--- src/rtl/jtag_pkg.sv ---
// Shared JTAG definitions: TAP state encoding, command opcodes, master FSM
// states, IR opcodes and the TAP transition table used by master and TAP.
package jtag_pkg;

  typedef enum logic [3:0] {
    TEST_LOGIC_RESET,
    RUN_TEST_IDLE,
    SELECT_DR,
    CAPTURE_DR,
    SHIFT_DR,
    EXIT1_DR,
    PAUSE_DR,
    EXIT2_DR,
    UPDATE_DR,
    SELECT_IR,
    CAPTURE_IR,
    SHIFT_IR,
    EXIT1_IR,
    PAUSE_IR,
    EXIT2_IR,
    UPDATE_IR
  } jtag_state_t;

  typedef enum logic [1:0] {
    OP_RESET    = 2'd0,
    OP_IR_SCAN  = 2'd1,
    OP_DR_SCAN  = 2'd2,
    OP_RUN_IDLE = 2'd3
  } jtag_cmd_op_t;

  typedef enum logic [2:0] {
    M_INIT,
    M_IDLE,
    M_HDR,
    M_SHIFT,
    M_TRL,
    M_DONE
  } jtag_mstate_t;

  localparam int          IR_LEN       = 6;
  localparam logic [5:0]  IR_BYPASS    = 6'h3F;
  localparam logic [5:0]  IR_IDCODE    = 6'h01;
  localparam logic [5:0]  IR_DMI       = 6'h21;
  localparam logic [5:0]  IR_SAMPLE    = 6'h00;
  localparam logic [31:0] IDCODE_VALUE = 32'h1BEEF001;

  // The reset sequence is five tms=1 bits followed by one tms=0 bit.
  localparam logic [4:0]  RESET_LAST_BIT = 5'd5;

  // IEEE 1149.1 TAP controller transition table.
  function automatic jtag_state_t jtag_next_state(input jtag_state_t state, input logic tms);
    jtag_state_t nxt;
    nxt = TEST_LOGIC_RESET;
    case (state)
      TEST_LOGIC_RESET: nxt = tms ? TEST_LOGIC_RESET : RUN_TEST_IDLE;
      RUN_TEST_IDLE:    nxt = tms ? SELECT_DR        : RUN_TEST_IDLE;
      SELECT_DR:        nxt = tms ? SELECT_IR        : CAPTURE_DR;
      CAPTURE_DR:       nxt = tms ? EXIT1_DR         : SHIFT_DR;
      SHIFT_DR:         nxt = tms ? EXIT1_DR         : SHIFT_DR;
      EXIT1_DR:         nxt = tms ? UPDATE_DR        : PAUSE_DR;
      PAUSE_DR:         nxt = tms ? EXIT2_DR         : PAUSE_DR;
      EXIT2_DR:         nxt = tms ? UPDATE_DR        : SHIFT_DR;
      UPDATE_DR:        nxt = tms ? SELECT_DR        : RUN_TEST_IDLE;
      SELECT_IR:        nxt = tms ? TEST_LOGIC_RESET : CAPTURE_IR;
      CAPTURE_IR:       nxt = tms ? EXIT1_IR         : SHIFT_IR;
      SHIFT_IR:         nxt = tms ? EXIT1_IR         : SHIFT_IR;
      EXIT1_IR:         nxt = tms ? UPDATE_IR        : PAUSE_IR;
      PAUSE_IR:         nxt = tms ? EXIT2_IR         : PAUSE_IR;
      EXIT2_IR:         nxt = tms ? UPDATE_IR        : SHIFT_IR;
      UPDATE_IR:        nxt = tms ? SELECT_DR        : RUN_TEST_IDLE;
      default:          nxt = TEST_LOGIC_RESET;
    endcase
    return nxt;
  endfunction

  // Index of the last header bit for each command that walks a header.
  function automatic logic [4:0] jtag_hdr_last(input jtag_cmd_op_t op);
    logic [4:0] last;
    case (op)
      OP_RESET:   last = 5'd5;
      OP_IR_SCAN: last = 5'd3;
      default:    last = 5'd2;
    endcase
    return last;
  endfunction

  // tms value of the bit at a given position of the master's bit stream.
  function automatic logic jtag_pos_tms(input jtag_mstate_t st, input logic [4:0] cnt,
                                        input jtag_cmd_op_t op, input logic [4:0] lenM1);
    logic t;
    t = 1'b0;
    case (st)
      M_INIT:  t = (cnt < RESET_LAST_BIT);
      M_HDR: begin
        case (op)
          OP_RESET:   t = (cnt < 5'd5);
          OP_IR_SCAN: t = (cnt < 5'd2);
          default:    t = (cnt < 5'd1);
        endcase
      end
      M_SHIFT: t = (op != OP_RUN_IDLE) && (cnt == lenM1);
      M_TRL:   t = (cnt == 5'd0);
      default: t = 1'b0;
    endcase
    return t;
  endfunction

endpackage

--- src/rtl/jtag_clk_gen.sv ---
// tclk divider: toggles tclk every CLK_DIV clk cycles while enabled and
// emits one-clk strobes on the cycle whose edge raises or lowers tclk.
module jtag_clk_gen #(
  parameter int CLK_DIV = 2
) (
  input  logic clk,
  input  logic rst,
  input  logic en_i,
  output logic tclk_o,
  output logic rise_tick_o,
  output logic fall_tick_o
);

  localparam int CNT_W = (CLK_DIV > 1) ? $clog2(CLK_DIV) : 1;

  logic [CNT_W-1:0] divCnt_q, divCnt_d;
  logic             tclk_q, tclk_d;
  logic             wrap;

  // Count out each half-period; dropping enable parks tclk low immediately.
  always_comb begin
    wrap     = en_i && (divCnt_q == CNT_W'(CLK_DIV - 1));
    divCnt_d = divCnt_q;
    tclk_d   = tclk_q;
    if (!en_i) begin
      divCnt_d = '0;
      tclk_d   = 1'b0;
    end else if (wrap) begin
      divCnt_d = '0;
      tclk_d   = ~tclk_q;
    end else begin
      divCnt_d = divCnt_q + 1'b1;
    end
  end

  // Divider registers, cleared with tclk low on reset.
  always_ff @(posedge clk) begin
    if (rst) begin
      divCnt_q <= '0;
      tclk_q   <= 1'b0;
    end else begin
      divCnt_q <= divCnt_d;
      tclk_q   <= tclk_d;
    end
  end

  assign tclk_o      = tclk_q;
  assign rise_tick_o = wrap && !tclk_q;
  assign fall_tick_o = wrap && tclk_q;

endmodule

--- src/rtl/jtag_master.sv ---
// System-clock JTAG initiator: runs one RESET / IR scan / DR scan / idle
// command at a time and returns the captured TDO bits.
module jtag_master
  import jtag_pkg::*;
#(
  parameter int CLK_DIV = 2,
  parameter int MAX_LEN = 32
) (
  input  logic               clk,
  input  logic               rst,
  input  logic               cmd_valid,
  output logic               cmd_ready,
  input  logic [1:0]         cmd_op,
  input  logic [4:0]         cmd_len_m1,
  input  logic [MAX_LEN-1:0] cmd_data,
  output logic               rsp_valid,
  output logic [MAX_LEN-1:0] rsp_data,
  output logic               tclk,
  output logic               tms,
  output logic               tdi,
  input  logic               tdo,
  output logic               trst
);

  jtag_mstate_t       state_q, state_d;
  logic [4:0]         bitCnt_q, bitCnt_d;
  jtag_cmd_op_t       op_q, op_d;
  logic [4:0]         len_q, len_d;
  logic [MAX_LEN-1:0] data_q, data_d;
  logic [MAX_LEN-1:0] capture_q, capture_d;
  logic [MAX_LEN-1:0] rspData_q, rspData_d;
  logic               tms_q, tms_d;
  logic               tdi_q, tdi_d;
  logic               trst_q;
  jtag_state_t        shadow_q, shadow_d;
  logic               launch;
  logic               clkEn;
  logic               riseTick;
  logic               fallTick;

  assign clkEn = (state_q == M_INIT) || (state_q == M_HDR) ||
                 (state_q == M_SHIFT) || (state_q == M_TRL);

  jtag_clk_gen #(
    .CLK_DIV(CLK_DIV)
  ) u_clk_gen (
    .clk        (clk),
    .rst        (rst),
    .en_i       (clkEn),
    .tclk_o     (tclk),
    .rise_tick_o(riseTick),
    .fall_tick_o(fallTick)
  );

  // Next-state logic: bits advance on tclk falls, TDO is captured on rises,
  // and tms/tdi for the next bit are launched whenever the position moves.
  always_comb begin
    state_d   = state_q;
    bitCnt_d  = bitCnt_q;
    op_d      = op_q;
    len_d     = len_q;
    data_d    = data_q;
    capture_d = capture_q;
    rspData_d = rspData_q;
    tms_d     = tms_q;
    tdi_d     = tdi_q;
    shadow_d  = shadow_q;
    launch    = 1'b0;

    if (riseTick) begin
      shadow_d = jtag_next_state(shadow_q, tms_q);
      if (state_q == M_SHIFT && op_q != OP_RUN_IDLE) begin
        capture_d[bitCnt_q] = tdo;
      end
    end

    case (state_q)
      M_INIT: begin
        if (fallTick) begin
          launch = 1'b1;
          if (bitCnt_q == RESET_LAST_BIT) begin
            state_d  = M_IDLE;
            bitCnt_d = '0;
          end else begin
            bitCnt_d = bitCnt_q + 5'd1;
          end
        end
      end
      M_IDLE: begin
        if (cmd_valid) begin
          op_d      = jtag_cmd_op_t'(cmd_op);
          len_d     = cmd_len_m1;
          data_d    = cmd_data;
          capture_d = '0;
          bitCnt_d  = '0;
          state_d   = (op_d == OP_RUN_IDLE) ? M_SHIFT : M_HDR;
          launch    = 1'b1;
        end
      end
      M_HDR: begin
        if (fallTick) begin
          launch = 1'b1;
          if (bitCnt_q == jtag_hdr_last(op_q)) begin
            bitCnt_d = '0;
            if (op_q == OP_RESET) begin
              state_d   = M_DONE;
              rspData_d = capture_q;
            end else begin
              state_d = M_SHIFT;
            end
          end else begin
            bitCnt_d = bitCnt_q + 5'd1;
          end
        end
      end
      M_SHIFT: begin
        if (fallTick) begin
          launch = 1'b1;
          if (bitCnt_q == len_q) begin
            bitCnt_d = '0;
            if (op_q == OP_RUN_IDLE) begin
              state_d   = M_DONE;
              rspData_d = capture_q;
            end else begin
              state_d = M_TRL;
            end
          end else begin
            bitCnt_d = bitCnt_q + 5'd1;
          end
        end
      end
      M_TRL: begin
        if (fallTick) begin
          launch = 1'b1;
          if (bitCnt_q == 5'd1) begin
            bitCnt_d  = '0;
            state_d   = M_DONE;
            rspData_d = capture_q;
          end else begin
            bitCnt_d = bitCnt_q + 5'd1;
          end
        end
      end
      M_DONE: begin
        state_d = M_IDLE;
      end
      default: begin
        state_d = M_INIT;
      end
    endcase

    if (launch) begin
      tms_d = jtag_pos_tms(state_d, bitCnt_d, op_d, len_d);
      tdi_d = (state_d == M_SHIFT && op_d != OP_RUN_IDLE) ? data_d[bitCnt_d] : 1'b0;
    end
  end

  // FSM state and bit position; reset restarts the autonomous TAP reset.
  always_ff @(posedge clk) begin
    if (rst) begin
      state_q  <= M_INIT;
      bitCnt_q <= '0;
    end else begin
      state_q  <= state_d;
      bitCnt_q <= bitCnt_d;
    end
  end

  // Command latch, capture, response and pin registers.
  always_ff @(posedge clk) begin
    if (rst) begin
      op_q      <= OP_RESET;
      len_q     <= '0;
      data_q    <= '0;
      capture_q <= '0;
      rspData_q <= '0;
      tms_q     <= 1'b1;
      tdi_q     <= 1'b0;
      trst_q    <= 1'b0;
      shadow_q  <= TEST_LOGIC_RESET;
    end else begin
      op_q      <= op_d;
      len_q     <= len_d;
      data_q    <= data_d;
      capture_q <= capture_d;
      rspData_q <= rspData_d;
      tms_q     <= tms_d;
      tdi_q     <= tdi_d;
      trst_q    <= 1'b1;
      shadow_q  <= shadow_d;
    end
  end

  assign cmd_ready = (state_q == M_IDLE);
  assign rsp_valid = (state_q == M_DONE);
  assign rsp_data  = rspData_q;
  assign tms       = tms_q;
  assign tdi       = tdi_q;
  assign trst      = trst_q;

  // Every command leaves the TAP parked in Run-Test/Idle.
  idleInRti: assert property (@(posedge clk) disable iff (rst)
    cmd_ready |-> (shadow_q == RUN_TEST_IDLE));

endmodule

--- config.mk ---
export PLATFORM = sky130hd
export DESIGN_NAME = jtag_master
export DESIGN_NICKNAME = d
export VERILOG_FILES = /design/src/rtl/jtag_pkg.sv /design/src/rtl/jtag_clk_gen.sv /design/src/rtl/jtag_master.sv
export SDC_FILE = /design/constraint.sdc
export NUM_CORES = 1
export LEC_CHECK = 0
export CORE_MARGIN = 2
export CORE_UTILIZATION = 54
export DETAILED_ROUTE_END_ITERATION = 6
export PLACE_DENSITY = 0.84
export SLEW_MARGIN = 20
export SYNTH_ARGS = -nofsm -noshare
export SYNTH_HDL_FRONTEND = slang
export SYNTH_SLANG_ARGS = --single-unit
--- constraint.sdc ---
create_clock -name clk -period 3.4 [get_ports clk]
set_input_delay 1.02 -clock clk [delete_from_list [all_inputs] [get_ports clk]]
set_output_delay 1.02 -clock clk [all_outputs]
set_load 0.05 [all_outputs]
==> qor.json <==
{
  "r2r.worst_path.cells": 12,
  "most_instantiated_library_cell_after_synthesis": "sky130_fd_sc_hd__nand2_1",
  "number_of_antenna_violations_at_the_first_check_in_global_routing": 0,
  "grt.total_usage_pct": 27.8,
  "total_power_w": 0.00326,
  "critical_path_endpoint_category": "register",
  "grt.overflow.total": 0,
  "fin_util_pct": 71.8,
  "rows": 36,
  "maxClockFrequency_ghz": 0.304,
  "net-switching-power_w": 0.000749,
  "worst_r2r_startpoint": "bitCnt_q[0]$_SDFF_PP0_",
  "worst-path-max-fanout": 14,
  "grt_start_max_net_pins": 37,
  "routed_via_density": 5.86,
  "synth.yosys.seq_area_share_pct": 42.5,
  "die_w_um": 105,
  "syn-num-nets": 716,
  "worst_hold_path.num_cells": 2,
  "power-per-cell-area_nw_per_um2": 462,
  "min_path_type": "reg -> reg",
  "core_area_um2": 9820,
  "fin_nets": 803,
  "place_hpwl_mm": 9.94,
  "dominantRegCellSynth": "sky130_fd_sc_hd__dfxtp_1",
  "outcome": "complete, no violations",
  "finalClockSkew_ps": 7.43,
  "number_of_standard_cells_after_synthesis": 669,
  "timing.setup.critical_path_class": "reg -> reg",
  "drt_drc_violations_left": 0,
  "yosys.cell_types.count": 58,
  "number_of_max_cap_violations": 0,
  "worstPathArrival_ps": 3720,
  "irDropWorstVdd_v": 0.000349,
  "insertedDiodeCount": 0,
  "clock_pin_slew_on_the_worst_setup_and_hold_paths_ps": 60,
  "netlist.top_cell.by_area": "sky130_fd_sc_hd__dfxtp_1",
  "timing.final.crit_period_ps": 3290,
  "power.leakage_nw": 2.83,
  "post_cts_hold_buffer_count": 0,
  "power.internal_w": 0.00251,
  "layout_cells_sized_above_1_pct": 10.5,
  "instances_no_fill": 901,
  "gp_routability_congestion": 0.899,
  "power_frac_clock_pct": 52.4,
  "r2r_end": "tdi$_SDFFE_PP0P_",
  "dr.first_iter.drc_count": 406,
  "numCtsBuffers": 17,
  "hold_viol": 0,
  "power_switching_share_pct": 23.0,
  "via_count": 5281,
  "timing.final.setup_violations": 0,
  "floorplan.die_area_um2": 10900,
  "top_level_ports": 81,
  "cts-htree-levels": 4,
  "syn-cell-area_um2": 5470,
  "min_delay_worst_endpoint": "data_q[16]$_SDFF_PP0_",
  "reg2reg_slack_ps": 110,
  "worst-endpoint-required_ps": 3830,
  "post_cts_resized": 0,
  "grt_first_pass_wirelength_mm": 24.6,
  "synth_area_leaders": "sky130_fd_sc_hd__dfxtp_1 (42%), sky130_fd_sc_hd__mux2i_1 (11%), sky130_fd_sc_hd__nand2_1 (8.2%)",
  "tritoncts_clock_tree": "done",
  "post-cts-setup-buffer-count": 0,
  "start_util_pct": 55.7,
  "synth.ff_latch_count": 116,
  "power.share.sequential_pct": 42.1,
  "combPwrFrac_pct": 5.5,
  "drt.antenna.violating_nets": 0,
  "yosys-top-cells-count": "sky130_fd_sc_hd__nand2_1 (120), sky130_fd_sc_hd__dfxtp_1 (116), sky130_fd_sc_hd__nor2_1 (86)",
  "timing.critical_path.from_type": "register",
  "syn_to_final_growth_pct": 28.9,
  "syn_area_per_cell_um2": 8.17,
  "worst_hold_slack_ps": 456,
  "synth_top_area_share_pct": 42.5,
  "detailedRoute.firstPassIterationCount": 7,
  "detail_route.wirelength_mm": 15.1,
  "clk_latency_ps": 520,
  "slew_headroom_pct": 47.1,
  "placedCellCount": 870,
  "place.port_buffers": 80,
  "count_of_flip_flops_with_a_built_in_enable_after_synthesis": 0,
  "cts-root-to-sink-buffers": 2,
  "floorplan.die.height_um": 105,
  "timing.final.crit_share_pct": 96.6,
  "drt-wirelength-per-cell_um": 16.8,
  "rsz0062_at_grt": "false",
  "worstHoldStart": "data_q[16]$_SDFF_PP0_",
  "maxSlewViolCount": 0,
  "via_count_of_the_first_global_routing_pass": 5192,
  "yosysWarnings": 0,
  "synth-async-reset-ratio_pct": 0,
  "clock_sinks": 116,
  "clock_tree.root_cell": "sky130_fd_sc_hd__clkbuf_8",
  "worst_slew_pin_slew_ps": 788
}
-- through the flow --
step | instance area [um2] | setup slack, ps | setup TNS [ps]
global route | 7050 | 2.22 | 0
floorplan | 5470 | 494 | 0
finish | 7050 | 115 | 0
global placement | 6480 | -132 | -189
detailed placement | 6480 | -197 | -328
CTS | 7050 | 110 | 0
-- logic make-up after synthesis --
group | after synthesis | synth area share (%)
xor gates and xnor gates | 14 | 2.24
muxes | 62 | 11.4
DFF | 116 | 42.5
adders and majority gates | 4 | 0.915
and+or+nand+nor | 279 | 22.7
AOI/OAI and AO/OA | 142 | 15.9
buffers and inverters | 52 | 4.44
-- how the worst max path moves through the flow --
stage	from	to	slack, ps
2_1_floorplan	cmd_valid	tdi$_SDFFE_PP0P_	490
3_3_place_gp	cmd_valid	tdi$_SDFFE_PP0P_	-130
3_5_place_dp	cmd_valid	tdi$_SDFFE_PP0P_	-200
4_1_cts	state_q[0]$_SDFF_PP0_	rsp_valid	110
5_1_grt	state_q[1]$_SDFF_PP0_	tdi$_SDFFE_PP0P_	2
6_report	bitCnt_q[0]$_SDFF_PP0_	tdi$_SDFFE_PP0P_	110
-- state kept, by name, indices dropped and copies added (netlist names), 2 cells and up --
register and flops:
bitCnt_q 5, capture_q 32, data_q 32, len_q 5, op_q 2, rsp_data 32
state_q 3
-- final cells by class --
class / count / area (um2)
Multi-Input combinational cell: 501 / 2910
Clock inverter: 12 / 131
Sequential cell: 116 / 2320
Tap cell: 133 / 166
Clock buffer: 19 / 432
Fill cell: 732 / 2770
Timing Repair Buffer: 114 / 1060
Inverter: 6 / 22.5
-- routing by layer --
| metal | wire, um | GRT usage [%] | up-vias | share of wire (%) |
|---|---|---|---|---|
| li1 | - | - | 2495 | - |
| met1 | 6270 | 33.1 | 2486 | 41 |
| met2 | 7480 | 46.6 | 246 | 49 |
| met3 | 912 | 6.92 | 54 | 6.0 |
| met4 | 474 | 13.7 | 0 | 3.1 |
| met5 | 0 | 0 | - | 0 |
-- power groups by stage --
stage | sequential (W) | combinational (W) | clock, W
2_1_floorplan | 0.00141 | 0.0000841 | 0
3_3_place_gp | 0.00140 | 0.000171 | 0
3_5_place_dp | 0.00140 | 0.000175 | 0
4_1_cts | 0.00137 | 0.000177 | 0.00171
5_1_grt | 0.00137 | 0.000190 | 0.00178
6_report | 0.00137 | 0.000179 | 0.00171
-- critical path, cell delays in order (launching register included) --
cell and delay, ps:
sky130_fd_sc_hd__dfxtp_1 470, sky130_fd_sc_hd__ha_1 330, sky130_fd_sc_hd__or4b_4 510, sky130_fd_sc_hd__o31ai_4 240, sky130_fd_sc_hd__a31o_4 150, sky130_fd_sc_hd__a211oi_4 70
sky130_fd_sc_hd__nor2_4 150, sky130_fd_sc_hd__buf_4 260, sky130_fd_sc_hd__mux2i_1 130, sky130_fd_sc_hd__a221oi_2 330, sky130_fd_sc_hd__a31oi_1 100, sky130_fd_sc_hd__o211a_1 230
sky130_fd_sc_hd__o31ai_1 220
-- placed cells by master, fill, tap and decap left out, drive strengths merged, types with 3 or more instances in the layout --
cell / synthesis / routed
o21ai: 28 / 28
a21oi: 69 / 69
nand3: 19 / 19
nor3b: 5 / 5
nor2: 88 / 88
dfxtp: 116 / 116
buf: 14 / 35
nand2: 120 / 120
or3: 6 / 6
clkinv: 0 / 4
clkdlybuf4s50: 0 / 79
mux2i: 60 / 60
xnor2: 6 / 6
nor2b: 3 / 3
inv: 6 / 8
nor3: 11 / 11
a211oi: 3 / 3
nand3b: 3 / 3
a31oi: 12 / 12
xor2: 8 / 8
a31o: 4 / 4
nand4: 7 / 7
clkinvlp: 0 / 4
ha: 4 / 4
and2: 5 / 5
o22ai: 6 / 6
nand2b: 4 / 4
clkbuf: 32 / 19
Power figures use the tool's default switching activity.
==> patch: new RTL, same flow settings <==
Encoding of `jtag_mstate_t`: now one-hot (6 bits for 6 states).
--- a/src/rtl/jtag_pkg.sv
+++ b/src/rtl/jtag_pkg.sv
@@ -28,13 +28,13 @@
     OP_RUN_IDLE = 2'd3
   } jtag_cmd_op_t;
 
-  typedef enum logic [2:0] {
-    M_INIT,
-    M_IDLE,
-    M_HDR,
-    M_SHIFT,
-    M_TRL,
-    M_DONE
+  typedef enum logic [5:0] {
+    M_INIT  = 6'b000001,
+    M_IDLE  = 6'b000010,
+    M_HDR   = 6'b000100,
+    M_SHIFT = 6'b001000,
+    M_TRL   = 6'b010000,
+    M_DONE  = 6'b100000
   } jtag_mstate_t;
 
   localparam int          IR_LEN       = 6;
Behaviour: no difference found for any inputs over 10 cycles, from zero or initial values and one cycle with rst high; not proved beyond that.
==> patch against the original RTL <==
- utilization about the same
- power increased by 5.5%
- non-clock buffer count increased by 3
- via count increased by 8.8%
- design area increased by 4.1%
- clock skew about the same
- worst hold slack got worse by 0.0087 ns
- setup slack improved by 0.071 ns
- sequential cell count increased by 3
- sequential share of layout area decreased by 0.49 points
- area after synthesis increased by 3.5%
- die area increased by 3.4%
- wire length increased by 3.5%
- critical endpoint unchanged
- largest power group unchanged
- highest routed layer unchanged
==> patch: results <==
[run_status]
run_status = finished clean

[pwr]
vdd_drop_max_uv = 306.0
leakagePower_uw = 0.002604

[global_routing]
grt_pass1_wl_um = 25940
grt_max_degree = 39
track_usage_pct = 28.80

[synth]
synth_compound_area_share_pct = 21.11
synth_adder_area_share_pct = 0.8844
ys_top_cells_by_area = dfxtp_1 (42%), nand2_1 (14%), a21oi_1 (9.4%), nor2_1 (4.2%), o21ai_0 (3.2%)
yosys-top-cells-count = nand2_1 (208), dfxtp_1 (119), a21oi_1 (106), nor2_1 (63), o21ai_0 (36)
synthXorXnorAreaFrac_pct = 2.167
yosysUniqueCellTypes = 78
synth_nets = 787
yosysSeqAreaShare_pct = 42.10

[timing]
worst_slew_pin_slew_ns = 0.5733
hold_slack_ns = 0.4470
skew_ns = 0.007818

[worst_setup_path]
worst_ep_arrival_time_ns = 3.62
reg2reg_setup_slack_ns = 0.19
critPathLaunch = bitCnt_q[1]$_SDFF_PP0_
ff2ff_path_depth = 14
cp_max_fo = 6

[placed_design]
dp_hpwl_um = 10800
dp_cells = 946
placed_area_um2 = 6724
routabilityCongestion = 0.9028

[cts]
cts_buffer_depth = 2
htreeDepth = 4

[finish]
drive_gt1_share_pct = 12.23
nets = 876

[routing]
vias_per_cell = 5.875
wirelength_um = 15670

[worst_hold_path]
holdPathEnd = rsp_data[2]$_SDFFE_PP0P_
-- patch: what timing repair did --
action | CTS | global route
gates resized for setup | 0 | 4
setup buffers | 0 | 0
endpoints found under the hold margin | 0 | 0
setup endpoints to repair | 0 | 4
-- patch: worst max-delay path, cell delays in order, from the launching register on --
cell	delay, ns
dfxtp_1	0.32
inv_2	0.10
ha_1	0.17
or3b_4	0.43
o211ai_4	0.24
o21ai_2	0.11
a21oi_4	0.19
buf_4	0.18
nand2_1	0.09
a31o_2	0.32
nor2_1	0.19
nand3_1	0.11
a2111o_1	0.39
o211ai_1	0.18
o21ai_1	0.07
-- patch: metal layers --
layer  vias up  GRT usage [%]  wire, µm
met3        57          7.664      1126
met4         0          14.00       521
met5         -              0         0
li1       2729              -         -
met2       271          48.86      7736
met1      2689          33.60      6285
-- patch: cells by family after synthesis --
kind of cell	after synthesis
buffers and inverters	53
xor gates and xnor gates	14
AOI/OAI and AO/OA	192
DFF	119
adders and majority gates	4
muxes	14
and+or+nand+nor	344
-- patch: area by class of cell --
| cell class | instances | area, µm² |
|---|---|---|
| clock buffer | 17 | 414.1 |
| clock inverter | 15 | 188.9 |
| fill | 748 | 2892 |
| inverter | 6 | 22.52 |
| multi-input combinational | 568 | 3058 |
| sequential | 119 | 2382 |
| tap | 136 | 170.2 |
| timing repair buffer | 117 | 1104 |
-- patch: power by group --
part | switching, µW | internal, µW | total (µW)
clock network | 704 | 1130 | 1840
registers | 6.05 | 1400 | 1400
logic | 104 | 85.8 | 190
-- patch: per-stage QoR --
stage	power [µW]	worst slack, ns	TNS, ns
5_1_grt	3528	0.05253	0
2_1_floorplan	1521	0.4173	0
6_report	3433	0.1853	0
3_5_place_dp	1620	-0.07350	-0.07350
3_3_place_gp	1617	-0.04771	-0.04771
4_1_cts	3432	0.008954	0
-- patch: worst max-delay path by stage --
| stage | endpoint | slack [ns] |
|---|---|---|
| after floorplan | tdi$_SDFFE_PP0P_ | 0.42 |
| after global placement | tdi$_SDFFE_PP0P_ | -0.05 |
| after detailed placement | tdi$_SDFFE_PP0P_ | -0.07 |
| after CTS | cmd_ready | 0.009 |
| after global routing | tdi$_SDFFE_PP0P_ | 0.05 |
| final | tdi$_SDFFE_PP0P_ | 0.19 |
